File: config.mk
export PLATFORM = sky130hd
export DESIGN_NAME = bus_transfer_sequencer
export DESIGN_NICKNAME = d
export VERILOG_FILES = /design/src/rtl/bus_transfer_sequencer.sv
export SDC_FILE = /design/constraint.sdc
export NUM_CORES = 1
export LEC_CHECK = 0
export ABC_AREA = 1
export CAP_MARGIN = 20
export CORE_ASPECT_RATIO = 1.4
export CORE_UTILIZATION = 55
export DETAILED_ROUTE_END_ITERATION = 16
export DONT_BUFFER_PORTS = 1
export GPL_ROUTABILITY_DRIVEN = 1
export PLACE_DENSITY = 0.8
export SLEW_MARGIN = 20
export SYNTH_ARGS = -nofsm -noshare
export SYNTH_HDL_FRONTEND = slang
export SYNTH_SLANG_ARGS = --single-unit
File: constraint.sdc
create_clock -name Clock -period 1.7 [get_ports Clock]
set_input_delay 0.34 -clock Clock [delete_from_list [all_inputs] [get_ports Clock]]
set_output_delay 0.34 -clock Clock [all_outputs]
set_load 0.02 [all_outputs]
File: src/rtl/bus_transfer_sequencer.sv
// ---------------------------------------------------------------------------
// bus_transfer_sequencer
//
// Command-driven controller for the 8-bit R1/R2/R3/Acc register bus block.
// It accepts one command at a time over a valid/ready handshake and
// sequences the Sel*/RnW* strobes and the external data pins of that block
// to LOAD an immediate, MOVE a unit into another, or READ a unit back.
//
// Ports:
//   Clock, Reset              rising-edge clock, synchronous active-high reset
//   CmdValid/CmdReady         command handshake (ready in IDLE and FIN)
//   CmdOp/CmdSrc/CmdDst       0=LOAD 1=MOVE 2=READ 3=NOP; units 0=R1 1=R2 2=R3 3=Acc
//   CmdData                   LOAD immediate
//   RdValid/RdData            READ result, one-cycle valid pulse
//   Done                      one-cycle pulse when a command completes
//   Err                       verify mismatch pulse (0 unless SEQ_VERIFY_EN)
//   Sel1..SelAcc, RnW1..RnWAcc  unit strobes toward the bus block
//   DinExt/DoutExt/DoutEn     split external data pins (wrapped to tri-state above)
//
// Parameters: DW data width, SETTLE cycles per bus phase (1..15).
//
// Build option: define SEQ_VERIFY_EN to re-read the destination after every
// LOAD/MOVE write (WR -> TURN -> VRD -> FIN) and flag a mismatch on Err.
//
// All outputs are driven straight from flops; the next-cycle output values
// are decoded from the next state.
// ---------------------------------------------------------------------------
module bus_transfer_sequencer #(
    parameter int DW     = 8,
    parameter int SETTLE = 1
) (
    input  logic          Clock,
    input  logic          Reset,
    input  logic          CmdValid,
    output logic          CmdReady,
    input  logic [1:0]    CmdOp,
    input  logic [1:0]    CmdSrc,
    input  logic [1:0]    CmdDst,
    input  logic [DW-1:0] CmdData,
    output logic          RdValid,
    output logic [DW-1:0] RdData,
    output logic          Done,
    output logic          Err,
    output logic          Sel1,
    output logic          Sel2,
    output logic          Sel3,
    output logic          SelAcc,
    output logic          RnW1,
    output logic          RnW2,
    output logic          RnW3,
    output logic          RnWAcc,
    input  logic [DW-1:0] DinExt,
    output logic [DW-1:0] DoutExt,
    output logic          DoutEn
);

    localparam logic [2:0] ST_IDLE = 3'd0;
    localparam logic [2:0] ST_RD   = 3'd1;
    localparam logic [2:0] ST_TURN = 3'd2;
    localparam logic [2:0] ST_WR   = 3'd3;
    localparam logic [2:0] ST_FIN  = 3'd4;
`ifdef SEQ_VERIFY_EN
    localparam logic [2:0] ST_VRD  = 3'd5;
`endif

    localparam logic [1:0] OP_LOAD = 2'd0;
    localparam logic [1:0] OP_MOVE = 2'd1;
    localparam logic [1:0] OP_READ = 2'd2;
    localparam logic [1:0] OP_NOP  = 2'd3;

    // Last phase cycle is reached when the counter equals SETTLE-1.
    localparam logic [3:0] SETTLE_M1 = 4'(SETTLE - 1);

    // Unit code to select vector bit: [0]=R1 [1]=R2 [2]=R3 [3]=Acc.
    function automatic logic [3:0] unit_onehot(input logic [1:0] unit);
        case (unit)
            2'd0:    unit_onehot = 4'b0001;
            2'd1:    unit_onehot = 4'b0010;
            2'd2:    unit_onehot = 4'b0100;
            2'd3:    unit_onehot = 4'b1000;
            default: unit_onehot = 4'b0000;
        endcase
    endfunction

    logic [2:0]    state_r, state_nxt_s;
    logic [3:0]    cnt_r, cnt_nxt_s;
    logic [1:0]    op_r, op_nxt_s;
    logic [1:0]    src_r, src_nxt_s;
    logic [1:0]    dst_r, dst_nxt_s;
    logic [DW-1:0] hold_r, hold_nxt_s;
    logic [DW-1:0] rd_data_r, rd_data_nxt_s;
    logic          rd_valid_r, rd_valid_nxt_s;
    logic          done_r, done_nxt_s;
    logic          ready_r, ready_nxt_s;
    logic [3:0]    sel_r, sel_nxt_s;
    logic [3:0]    rnw_r, rnw_nxt_s;
    logic [DW-1:0] dout_r, dout_nxt_s;
    logic          dout_en_r, dout_en_nxt_s;
    logic          accept_s;
    logic          last_s;
`ifdef SEQ_VERIFY_EN
    logic          vfy_r, vfy_nxt_s;
    logic          err_r, err_nxt_s;
`endif

    assign accept_s = CmdValid & ready_r;
    assign last_s   = (cnt_r == SETTLE_M1);

    // Next-state, phase counter and captured command fields.
    always_comb begin
        state_nxt_s = state_r;
        cnt_nxt_s   = 4'd0;
        op_nxt_s    = op_r;
        src_nxt_s   = src_r;
        dst_nxt_s   = dst_r;
        hold_nxt_s  = hold_r;
`ifdef SEQ_VERIFY_EN
        vfy_nxt_s   = vfy_r;
        err_nxt_s   = 1'b0;
`endif
        case (state_r)
            ST_IDLE, ST_FIN: begin
                if (accept_s) begin
                    op_nxt_s  = CmdOp;
                    src_nxt_s = CmdSrc;
                    dst_nxt_s = CmdDst;
`ifdef SEQ_VERIFY_EN
                    vfy_nxt_s = 1'b0;
`endif
                    case (CmdOp)
                        OP_LOAD: begin
                            hold_nxt_s  = CmdData;
                            state_nxt_s = ST_WR;
                        end
                        OP_MOVE: state_nxt_s = ST_RD;
                        OP_READ: state_nxt_s = ST_RD;
                        OP_NOP:  state_nxt_s = ST_FIN;
                        default: state_nxt_s = ST_FIN;
                    endcase
                end else begin
                    state_nxt_s = ST_IDLE;
                end
            end
            ST_RD: begin
                if (last_s) begin
                    hold_nxt_s = DinExt;
                    if (op_r == OP_MOVE) begin
                        state_nxt_s = ST_TURN;
                    end else begin
                        state_nxt_s = ST_FIN;
                    end
                end else begin
                    cnt_nxt_s = cnt_r + 4'd1;
                end
            end
            ST_TURN: begin
`ifdef SEQ_VERIFY_EN
                // TURN is shared: before the write (MOVE) and before the verify read.
                if (vfy_r) begin
                    state_nxt_s = ST_VRD;
                end else begin
                    state_nxt_s = ST_WR;
                end
`else
                state_nxt_s = ST_WR;
`endif
            end
            ST_WR: begin
                if (last_s) begin
`ifdef SEQ_VERIFY_EN
                    vfy_nxt_s   = 1'b1;
                    state_nxt_s = ST_TURN;
`else
                    state_nxt_s = ST_FIN;
`endif
                end else begin
                    cnt_nxt_s = cnt_r + 4'd1;
                end
            end
`ifdef SEQ_VERIFY_EN
            ST_VRD: begin
                if (last_s) begin
                    err_nxt_s   = (DinExt != hold_r);
                    state_nxt_s = ST_FIN;
                end else begin
                    cnt_nxt_s = cnt_r + 4'd1;
                end
            end
`endif
            default: state_nxt_s = ST_IDLE;
        endcase
    end

    // Output values for the cycle that follows, decoded from the next state.
    always_comb begin
        sel_nxt_s      = 4'b0000;
        rnw_nxt_s      = 4'b1111;
        dout_nxt_s     = {DW{1'b0}};
        dout_en_nxt_s  = 1'b0;
        done_nxt_s     = 1'b0;
        rd_valid_nxt_s = 1'b0;
        rd_data_nxt_s  = rd_data_r;
        ready_nxt_s    = 1'b0;
        case (state_nxt_s)
            ST_IDLE: ready_nxt_s = 1'b1;
            ST_RD:   sel_nxt_s = unit_onehot(src_nxt_s);
`ifdef SEQ_VERIFY_EN
            ST_VRD:  sel_nxt_s = unit_onehot(dst_nxt_s);
`endif
            ST_WR: begin
                // The bus block only routes external data inward when every RnW is 0.
                sel_nxt_s     = unit_onehot(dst_nxt_s);
                rnw_nxt_s     = 4'b0000;
                dout_nxt_s    = hold_nxt_s;
                dout_en_nxt_s = 1'b1;
            end
            ST_FIN: begin
                done_nxt_s  = 1'b1;
                ready_nxt_s = 1'b1;
                if (op_nxt_s == OP_READ) begin
                    rd_valid_nxt_s = 1'b1;
                    rd_data_nxt_s  = hold_nxt_s;
                end else begin
                    rd_valid_nxt_s = 1'b0;
                end
            end
            default: sel_nxt_s = 4'b0000;
        endcase
    end

    // State and output registers with synchronous reset.
    always_ff @(posedge Clock) begin
        if (Reset) begin
            state_r    <= ST_IDLE;
            cnt_r      <= 4'd0;
            op_r       <= OP_NOP;
            src_r      <= 2'd0;
            dst_r      <= 2'd0;
            hold_r     <= {DW{1'b0}};
            rd_data_r  <= {DW{1'b0}};
            rd_valid_r <= 1'b0;
            done_r     <= 1'b0;
            ready_r    <= 1'b1;
            sel_r      <= 4'b0000;
            rnw_r      <= 4'b1111;
            dout_r     <= {DW{1'b0}};
            dout_en_r  <= 1'b0;
`ifdef SEQ_VERIFY_EN
            vfy_r      <= 1'b0;
            err_r      <= 1'b0;
`endif
        end else begin
            state_r    <= state_nxt_s;
            cnt_r      <= cnt_nxt_s;
            op_r       <= op_nxt_s;
            src_r      <= src_nxt_s;
            dst_r      <= dst_nxt_s;
            hold_r     <= hold_nxt_s;
            rd_data_r  <= rd_data_nxt_s;
            rd_valid_r <= rd_valid_nxt_s;
            done_r     <= done_nxt_s;
            ready_r    <= ready_nxt_s;
            sel_r      <= sel_nxt_s;
            rnw_r      <= rnw_nxt_s;
            dout_r     <= dout_nxt_s;
            dout_en_r  <= dout_en_nxt_s;
`ifdef SEQ_VERIFY_EN
            vfy_r      <= vfy_nxt_s;
            err_r      <= err_nxt_s;
`endif
        end
    end

    assign CmdReady = ready_r;
    assign RdValid  = rd_valid_r;
    assign RdData   = rd_data_r;
    assign Done     = done_r;
    assign Sel1     = sel_r[0];
    assign Sel2     = sel_r[1];
    assign Sel3     = sel_r[2];
    assign SelAcc   = sel_r[3];
    assign RnW1     = rnw_r[0];
    assign RnW2     = rnw_r[1];
    assign RnW3     = rnw_r[2];
    assign RnWAcc   = rnw_r[3];
    assign DoutExt  = dout_r;
    assign DoutEn   = dout_en_r;
`ifdef SEQ_VERIFY_EN
    assign Err      = err_r;
`else
    assign Err      = 1'b0;
`endif

endmodule

* Word level (Yosys, flattened, before mapping)
Index checks and enable logic that the tools add are counted.
Word-level totals: register bits 49, input port bits 25, output and inout bits 29, logic and storage cells 75
Cells by class: add/subtract/negate cells 1, eq/ne operators 18, mux-type cells 24, bitwise operators 4, reductions and logical operators 14
Operators by type and width (count):
- one-hot mux 4 bit (4 select lines) | 2
- 2-to-1 mux 8 bit | 3
- one-hot mux 8 bit (2 select lines) | 1
- equality test 2 bit (second input constant) | 7
- 2-to-1 mux 2 bit | 6
- 2-to-1 mux 3 bit | 4
- one-hot mux 3 bit (4 select lines) | 1
- OR reduction 2 bit | 6
- equality test 3 x 2 -> 1 bit (second input constant) | 3
- one-hot mux 3 bit (3 select lines) | 1
- equality test 2 x 1 -> 1 bit (second input constant) | 4
- one-hot mux 4 bit (2 select lines) | 1
- equality test 3 x 1 -> 1 bit (second input constant) | 2
- equality test 3 bit (second input constant) | 2
- logical NOT 2 bit | 3
- logical NOT 3 bit | 2
- adder 4 x 1 -> 4 bit (second input constant) | 1
- logical NOT 4 bit | 1
- 2-to-1 mux 1 bit | 4
- 2-to-1 mux 4 bit | 1
- inverter 1 bit | 3
- OR reduction 3 bit | 1
- AND reduction 2 bit | 1
- bitwise AND 1 bit | 1

* Depth between registers and ports, before layout
depth in word-level cells 8, depth in mapped cells 12, depth with buffers taken out 11

* Worst setup path after synthesis
OpenSTA, ideal clock, no wires.
path type register to register, start register cnt_r[0], end register rd_data_r[1] (netlist: RdData[1]), library setup time 0.113 ns, data arrival time 1.362 ns, data required time 1.587 ns, slack 0.225 ns, stages on the path, launching flop included 10, buffers on the path 1, clock period less this slack 1.475 ns, cell sequence dfxtp_1 inv_1 ha_1 nand2_2 clkbuf_1 a21oi_1 o21ai_0 nand3_1 nor2_1 nor2_1
On the way: cells in the longest elaborated chain, start to end 5, elaborated cells between the ends (all ways) 8, classes of those cells 1 x eq/ne; 5 x mux; 2 x reduce/logical
RTL lines:
- start, declared | RTL line 86 | logic [3:0] cnt_r, cnt_nxt_s;
- start signal, assigned | RTL line 254 | cnt_r <= cnt_nxt_s;
- logical NOT 4 bit * | RTL line 107 | assign last_s = (cnt_r == SETTLE_M1);
- 2-to-1 mux 3 bit, on equally long branches | RTL line 169, 145
- one-hot mux 3 bit (4 select lines) | RTL line 121 | case (state_r)
- equality test 3 bit | RTL line 204 | case (state_nxt_s)
- AND reduction 2 bit (no line)
- end signal, assigned | RTL line 240 | rd_data_r <= {DW{1'b0}};
- end signal, assigned | RTL line 259 | rd_data_r <= rd_data_nxt_s;
- end, declared | RTL line 91 | logic [DW-1:0] rd_data_r, rd_data_nxt_s;
Every way passes the cells marked *; elsewhere a longest branch is shown, timed or not. A chain may end at the register's enable or synchronous reset.

* Worst setup path in the final report
start register cnt_r[0], end register sel_r[0]
On the way: cells in the longest elaborated chain, start to end 5, elaborated cells between the ends (all ways) 7, classes of those cells 2 x eq/ne; 4 x mux; 1 x reduce/logical
RTL lines:
- logical NOT 4 bit * | RTL line 107
- 2-to-1 mux 3 bit, on equally long branches | RTL line 169, 145
- one-hot mux 3 bit (4 select lines) * | RTL line 121
- equality test 3 x 2 -> 1 bit / equality test 3 x 1 -> 1 bit (equally long branches) | RTL line 204
- one-hot mux 4 bit (2 select lines) * | RTL line 204
- end signal, assigned | RTL line 263 | sel_r <= sel_nxt_s;
- end, declared | RTL line 95 | logic [3:0] sel_r, sel_nxt_s;
Marked as above.

==> results.json <==
{
  "crit_path_max_incr_delay_ns": 0.38,
  "num-nets-final": 311,
  "die-area_mm2": 0.00392,
  "critical_path_class": "reg2reg",
  "drt_iter0_drc": 39,
  "floorplan.core_area_mm2": 0.00344,
  "layout_min_cycle_time_ns": 1.58,
  "total_power_mw": 2.42,
  "dpl.hpwl_um": 2860,
  "portBuffers": 0,
  "post-route-drc-count": 0,
  "placed_cells_incl_taps": 317,
  "p_switching_mw": 0.690,
  "maxCapViolations": 0,
  "critPathLaunchType": "flip-flop",
  "clock_skew_ns": 0.00808,
  "synthCells": 281,
  "first_global_vias": 1485,
  "synth.avg_cell_area_um2": 7.19,
  "cp.required_ns": 1.93,
  "netSwitchingFraction": 0.285,
  "synth_area_mm2": 0.00202,
  "tritoncts_clock_tree": "built",
  "synth_nets": 308,
  "vdd.ir_drop.worst_mv": 0.849,
  "wl_um": 3860,
  "report.final.setup_viol": 0,
  "run_status": "finished, final reports clean",
  "cts_inserted_buffers": 5,
  "r2r.worst_path.cells": 9,
  "drive_above_1_share": 0.126,
  "p_leak_nw": 1.13,
  "clock_tree.root_cell": "sky130_fd_sc_hd__clkbuf_8",
  "synth.ff_latch_count": 46,
  "post-route-period-util": 0.928,
  "critical_path.reg2reg.endpoint": "sel_r[0]$_SDFF_PP0_",
  "worst_hold_path.endpoint": "sel_r[0]$_SDFF_PP0_",
  "clock_tree.buffer_depth": 2,
  "global_route.usage.total": 0.218,
  "layout-area-overhead-vs-synth_pct": 6.63,
  "internal-power_mw": 1.73,
  "antenna_cells": 0,
  "seq_power_share": 0.512,
  "post_synth_num_cell_types": 26,
  "grt_setup_unrepaired": "no",
  "finalHoldViolations": 0,
  "wl_per_cell_um": 11.9,
  "timing.fmax_ghz": 0.634,
  "post_layout_nonfiller_instances": 325,
  "total_clock_sinks": 46,
  "rd_place_congestion": 0.768,
  "num_io_pins": 54,
  "worst_path_max_fanout": 4,
  "clk-insertion-delay-late_ns": 0.30,
  "worst_hold_path_type": "in2reg",
  "floorplan.die.height_um": 73.7,
  "rows": 25,
  "seq_area_frac_synth": 0.456,
  "ant_nets": 0,
  "cellPowerDensity_mw_per_mm2": 1120,
  "comb_power_share": 0.165,
  "ff2ff_setup_slack_ns": 0.12,
  "totalNegativeSetupSlack_ns": 0,
  "maximum_number_of_pins_on_one_net_before_global_route_repair": 17,
  "arrival_ns": 1.81,
  "timing.critical_path.cells": "inv_1 > ha_1 > nand2_2 > nand2_1 > nor2_1 > nor2_1 > nor2_2 > nand2_1 > a21oi_2",
  "htree_num_levels": 2,
  "drt-vias-per-instance": 5.01,
  "timing.hold.worst.start": "Reset",
  "synth.yosys.warnings": 0,
  "worstHoldPathCells": 1,
  "global_route.overflow_total": 0,
  "starting_density": 0.587,
  "crit_path_top_delay_cell": "sky130_fd_sc_hd__dfxtp_1",
  "clk_pin_slew_worst_paths_ns": 0.08,
  "final.hold.worst_slack_ns": 0.0974,
  "pwr-share-clk": 0.323,
  "finalMaxSlewViolations": 0,
  "first_pass_grt_wire_length_um": 6240,
  "worst_setup_path_end_kind": "flip-flop",
  "via_count": 1627,
  "die_w_um": 53.2,
  "detailedRoute.firstPassIterationCount": 4,
  "antenna_found_initial": 0,
  "worst_r2r_startpoint": "cnt_r[0]$_SDFF_PP0_"
}
## registers in the layout (all words and copies together) (netlist names), 2 cells and up
signal / cells
state_r: 3
cnt_r: 4
RdData: 8
hold_r: 8
DoutExt: 8
dst_r: 2
src_r: 2
sel_r: 4
op_r: 2
## worst max-delay path, delay by kind of cell (launching register included)
kind | cells | cell delay [ns]
AND/OR/NAND/NOR | 6 | 0.74
flip-flops | 1 | 0.38
adder cells (fa/ha/maj) | 1 | 0.21
AO/OA/AOI/OAI | 1 | 0.13
buffers and inverters | 1 | 0.06
## kinds of logic (layout without fill, tap and decap cells)
logic type,count (synthesis),count (layout),share of synthesized area
simple gates,139,139,0.302
fa+ha+maj,2,2,0.0124
flops,46,46,0.456
xor+xnor,2,2,0.00867
compound gates,26,26,0.0774
other cells,1,1,0.00186
buf+inv,65,69,0.142
## placed cells by master, fill, tap and decap left out, types with 2 or more instances in the layout
master	instances
sky130_fd_sc_hd__xnor2_1	2
sky130_fd_sc_hd__nor2_2	3
sky130_fd_sc_hd__inv_1	51
sky130_fd_sc_hd__inv_2	2
sky130_fd_sc_hd__o21ai_0	13
sky130_fd_sc_hd__clkbuf_1	2
sky130_fd_sc_hd__nand2_2	8
sky130_fd_sc_hd__a21oi_1	8
sky130_fd_sc_hd__buf_4	8
sky130_fd_sc_hd__dfxtp_1	46
sky130_fd_sc_hd__nand2_4	2
sky130_fd_sc_hd__o21ai_2	3
sky130_fd_sc_hd__nor2_1	33
sky130_fd_sc_hd__clkbuf_8	5
sky130_fd_sc_hd__nand2_1	59
sky130_fd_sc_hd__ha_1	2
sky130_fd_sc_hd__nand3_1	30
## cell type report
type,count,area (um2)
clock buffer,7,76.3
clock inverter,1,30.0
fill,314,1290
inverter,53,199
multi-input combinational,170,818
sequential,46,921
tap,40,50.0
timing repair buffer,8,60.1
## layer usage
metal / global-route usage / share of wire / up-vias / wire, um
met4: 0.108 / 0.022 / 0 / 86
met2: 0.376 / 0.50 / 46 / 1920
met3: 0.0766 / 0.074 / 8 / 285
met5: 0 / 0 / - / 0
li1: - / - / 846 / -
met1: 0.225 / 0.41 / 727 / 1570
## cells in the mapped netlist, drive strengths merged
cell type | number | area (um2)
nand3 | 30 | 150
nand2 | 69 | 292
ha | 2 | 25.0
dfxtp | 46 | 921
nor3 | 1 | 5.00
clkbuf | 2 | 7.51
xnor2 | 2 | 17.5
and2 | 1 | 6.26
conb | 1 | 3.75
inv | 53 | 199
or2 | 1 | 6.26
buf | 10 | 80.1
nor2 | 37 | 151
o21ai | 16 | 91.3
a21oi | 10 | 65.1
## power by group through the flow
stage,clock [mW],combinational (mW),sequential [mW]
2_1_floorplan,0,0.333,1.27
3_3_place_gp,0,0.383,1.27
3_5_place_dp,0,0.393,1.27
4_1_cts,0.806,0.397,1.24
5_1_grt,0.844,0.455,1.25
6_report,0.783,0.399,1.24
## through the flow
stage                     area [um2]  setup slack, ns   util
after floorplan                 2020            0.225      -
after detailed placement        2040           0.0890  0.594
final                           2150            0.123  0.626
after global placement          2040            0.212  0.594
after global routing            2150           0.0274  0.626
after CTS                       2150           0.0760  0.625
## how the worst max path moves through the flow
stage | startpoint | to | cells after the start | slack, ns
2_1_floorplan | cnt_r[0]$_SDFF_PP0_ | RdData[1]$_SDFFE_PP0P_ | 9 | 0.22
3_3_place_gp | cnt_r[0]$_SDFF_PP0_ | sel_r[0]$_SDFF_PP0_ | 9 | 0.21
3_5_place_dp | cnt_r[0]$_SDFF_PP0_ | sel_r[0]$_SDFF_PP0_ | 9 | 0.09
4_1_cts | cnt_r[0]$_SDFF_PP0_ | sel_r[0]$_SDFF_PP0_ | 9 | 0.08
5_1_grt | cnt_r[0]$_SDFF_PP0_ | sel_r[0]$_SDFF_PP0_ | 9 | 0.03
6_report | cnt_r[0]$_SDFF_PP0_ | sel_r[0]$_SDFF_PP0_ | 9 | 0.12
## timing repair
item / 4_1_cts / 5_1_grt
setup buffers: 0 / 0
setup endpoints to repair: 0 / 6
hold endpoints to repair: 0 / 0
hold buffers: 0 / 0
resized for setup: 0 / 3
(Power assumes the default switching activity.)
==> variant, RTL diff (config.mk and constraints unchanged) <==
Make the reset (`Reset`) asynchronous in one clocked block. Comments in the files are not updated.
--- a/src/rtl/bus_transfer_sequencer.sv
+++ b/src/rtl/bus_transfer_sequencer.sv
@@ -230,5 +230,5 @@
 
     // State and output registers with synchronous reset.
-    always_ff @(posedge Clock) begin
+    always_ff @(posedge Clock or posedge Reset) begin
         if (Reset) begin
             state_r    <= ST_IDLE;
Function: differs if Reset is asserted again (counterexample within 4 cycles, from zero or initial values and one cycle with Reset high); with Reset held inactive, the same outputs for 10 cycles.
==> variant against the unedited design <==
Critical path depth stayed put. Wire length is 7.5% higher. Setup slack worse by 0.0025 ns. Count of clock-buffer cells in the layout is 2 lower. Area after synthesis is 9.7% higher. Sequential cell count stayed put. Cell count is 8.0% lower. Final area is 9.6% higher.
Power is not compared: it rests on default switching activity, and its combinational part moved more than twofold at a synthesized area within 25%.
==> variant: results (changes against the unedited design) <==
metric,value,unit,change
Global Route Usage Sum,21.82,%,was 21.77%
Placed Area,2248,um2,was 2043 um2
number of vias per cell,5.445,,was 5.006
xor and xnor area share after synthesis,0.7905,%,was 0.8669%
CP max FO,11,,was 4
Gate Count Post-Synth,248,,was 281
area fraction in compound gates after synthesis,3.727,%,was 7.740%
via count of the first global-routing pass,1610,,was 1485
RD Place Congestion,0.8520,,was 0.7684
number of cells in the design after placement,289,,was 317
clock skew after layout,0.005864,ns,was 0.008082 ns
top cells by instance count after synthesis,"nand2_1, dfrtp_1, nand3_1",,"was nand2_1, inv_1, dfxtp_1"
top cells by area in the synthesized netlist,"dfrtp_1, nand2_1, nand3_1",,"was dfxtp_1, nand2_1, inv_1"
share of synthesized area occupied by flip-flops and latches,52.17,%,was 45.57%
"number of standard cells in the layout, taps in and fillers out",299,,was 325
synth unique cells,27,,was 26
CP arrival,1.78,ns,was 1.81 ns
proportion of layout cells with a drive suffix above 1,19.07,%,was 12.63%
Iteration-0 DRC Markers,53,,was 39
half-perimeter wire length of the detailed placement result,3239,um,was 2855 um
post-synth net total,275,,was 308
Place WS,0.1183,ns,was 0.08898 ns
global-route wire length before repair,7141,um,was 6244 um
average wire length per cell after detail routing,13.89,um,was 11.89 um
pin count of the biggest net entering global routing,20,,was 17
"Clk pin slew, worst setup/hold paths",0.09,ns,
Synth Area in Adders,1.129,%,was 1.238%
result of the run,"complete, no violations",,unchanged
-- variant: final cells by class --
class	count	area, um2
Clock buffer	5	68.82
Clock inverter	3	25.02
Fill cell	299	1379
Inverter	36	137.6
Multi-Input combinational cell	160	867.1
Sequential cell	46	1156
Tap cell	42	52.55
Timing Repair Buffer	7	55.05
-- variant: kinds of logic after synthesis --
family                   Yosys count
buffers and inverters             42
XOR/XNOR                           2
AO/OA/AOI/OAI                     12
other                              1
AND/OR/NAND/NOR                  143
adder cells (fa/ha/maj)            2
flip-flops                        46
-- variant: power by group --
group | switching, mW | internal [mW]
logic | 1.17 | 0.516
registers | 0.512 | 1.53
clock network | 0.382 | 0.297
-- variant: path summary, 6_finish.rpt --
check	depth (start not counted)	to	startpoint	slack [ns]
min in group asynchronous	2	dst_r[0]	Reset	0.47
worst max register to register	9	RdData[4]	CmdReady	0.12
worst min register to register	2	hold_r[0]	hold_r[0]	0.52
max in group asynchronous	3	rnw_r[2]	Reset	0.64
worst max-delay path	9	RdData[4]	CmdReady	0.12
worst min-delay path	2	op_r[1]	CmdOp[1]	0.18
-- variant: what timing repair did --
action	in CTS	in global routing
hold buffers	1	0
resized for setup	0	1
endpoints found under the setup margin	0	9
hold endpoints to repair	14	0
setup buffers	0	1
-- variant: critical path, cell delays in order, from the launching register on --
cell and delay (ns):
dfstp_2 0.54, nand2_1 0.09, inv_2 0.11, nand2_4 0.14, nand2_2 0.10, o21ai_2 0.10
nor2_8 0.17, nand2_4 0.10, nand2_1 0.07, nand2_1 0.06
-- variant: metal layers --
metal  global-route usage, %  wire [um]  up-vias
li1                        -          -      789
met3                   6.914        240        5
met5                       0          0        -
met4                   8.000         60        0
met2                   40.12       2248       52
met1                   22.77       1604      782
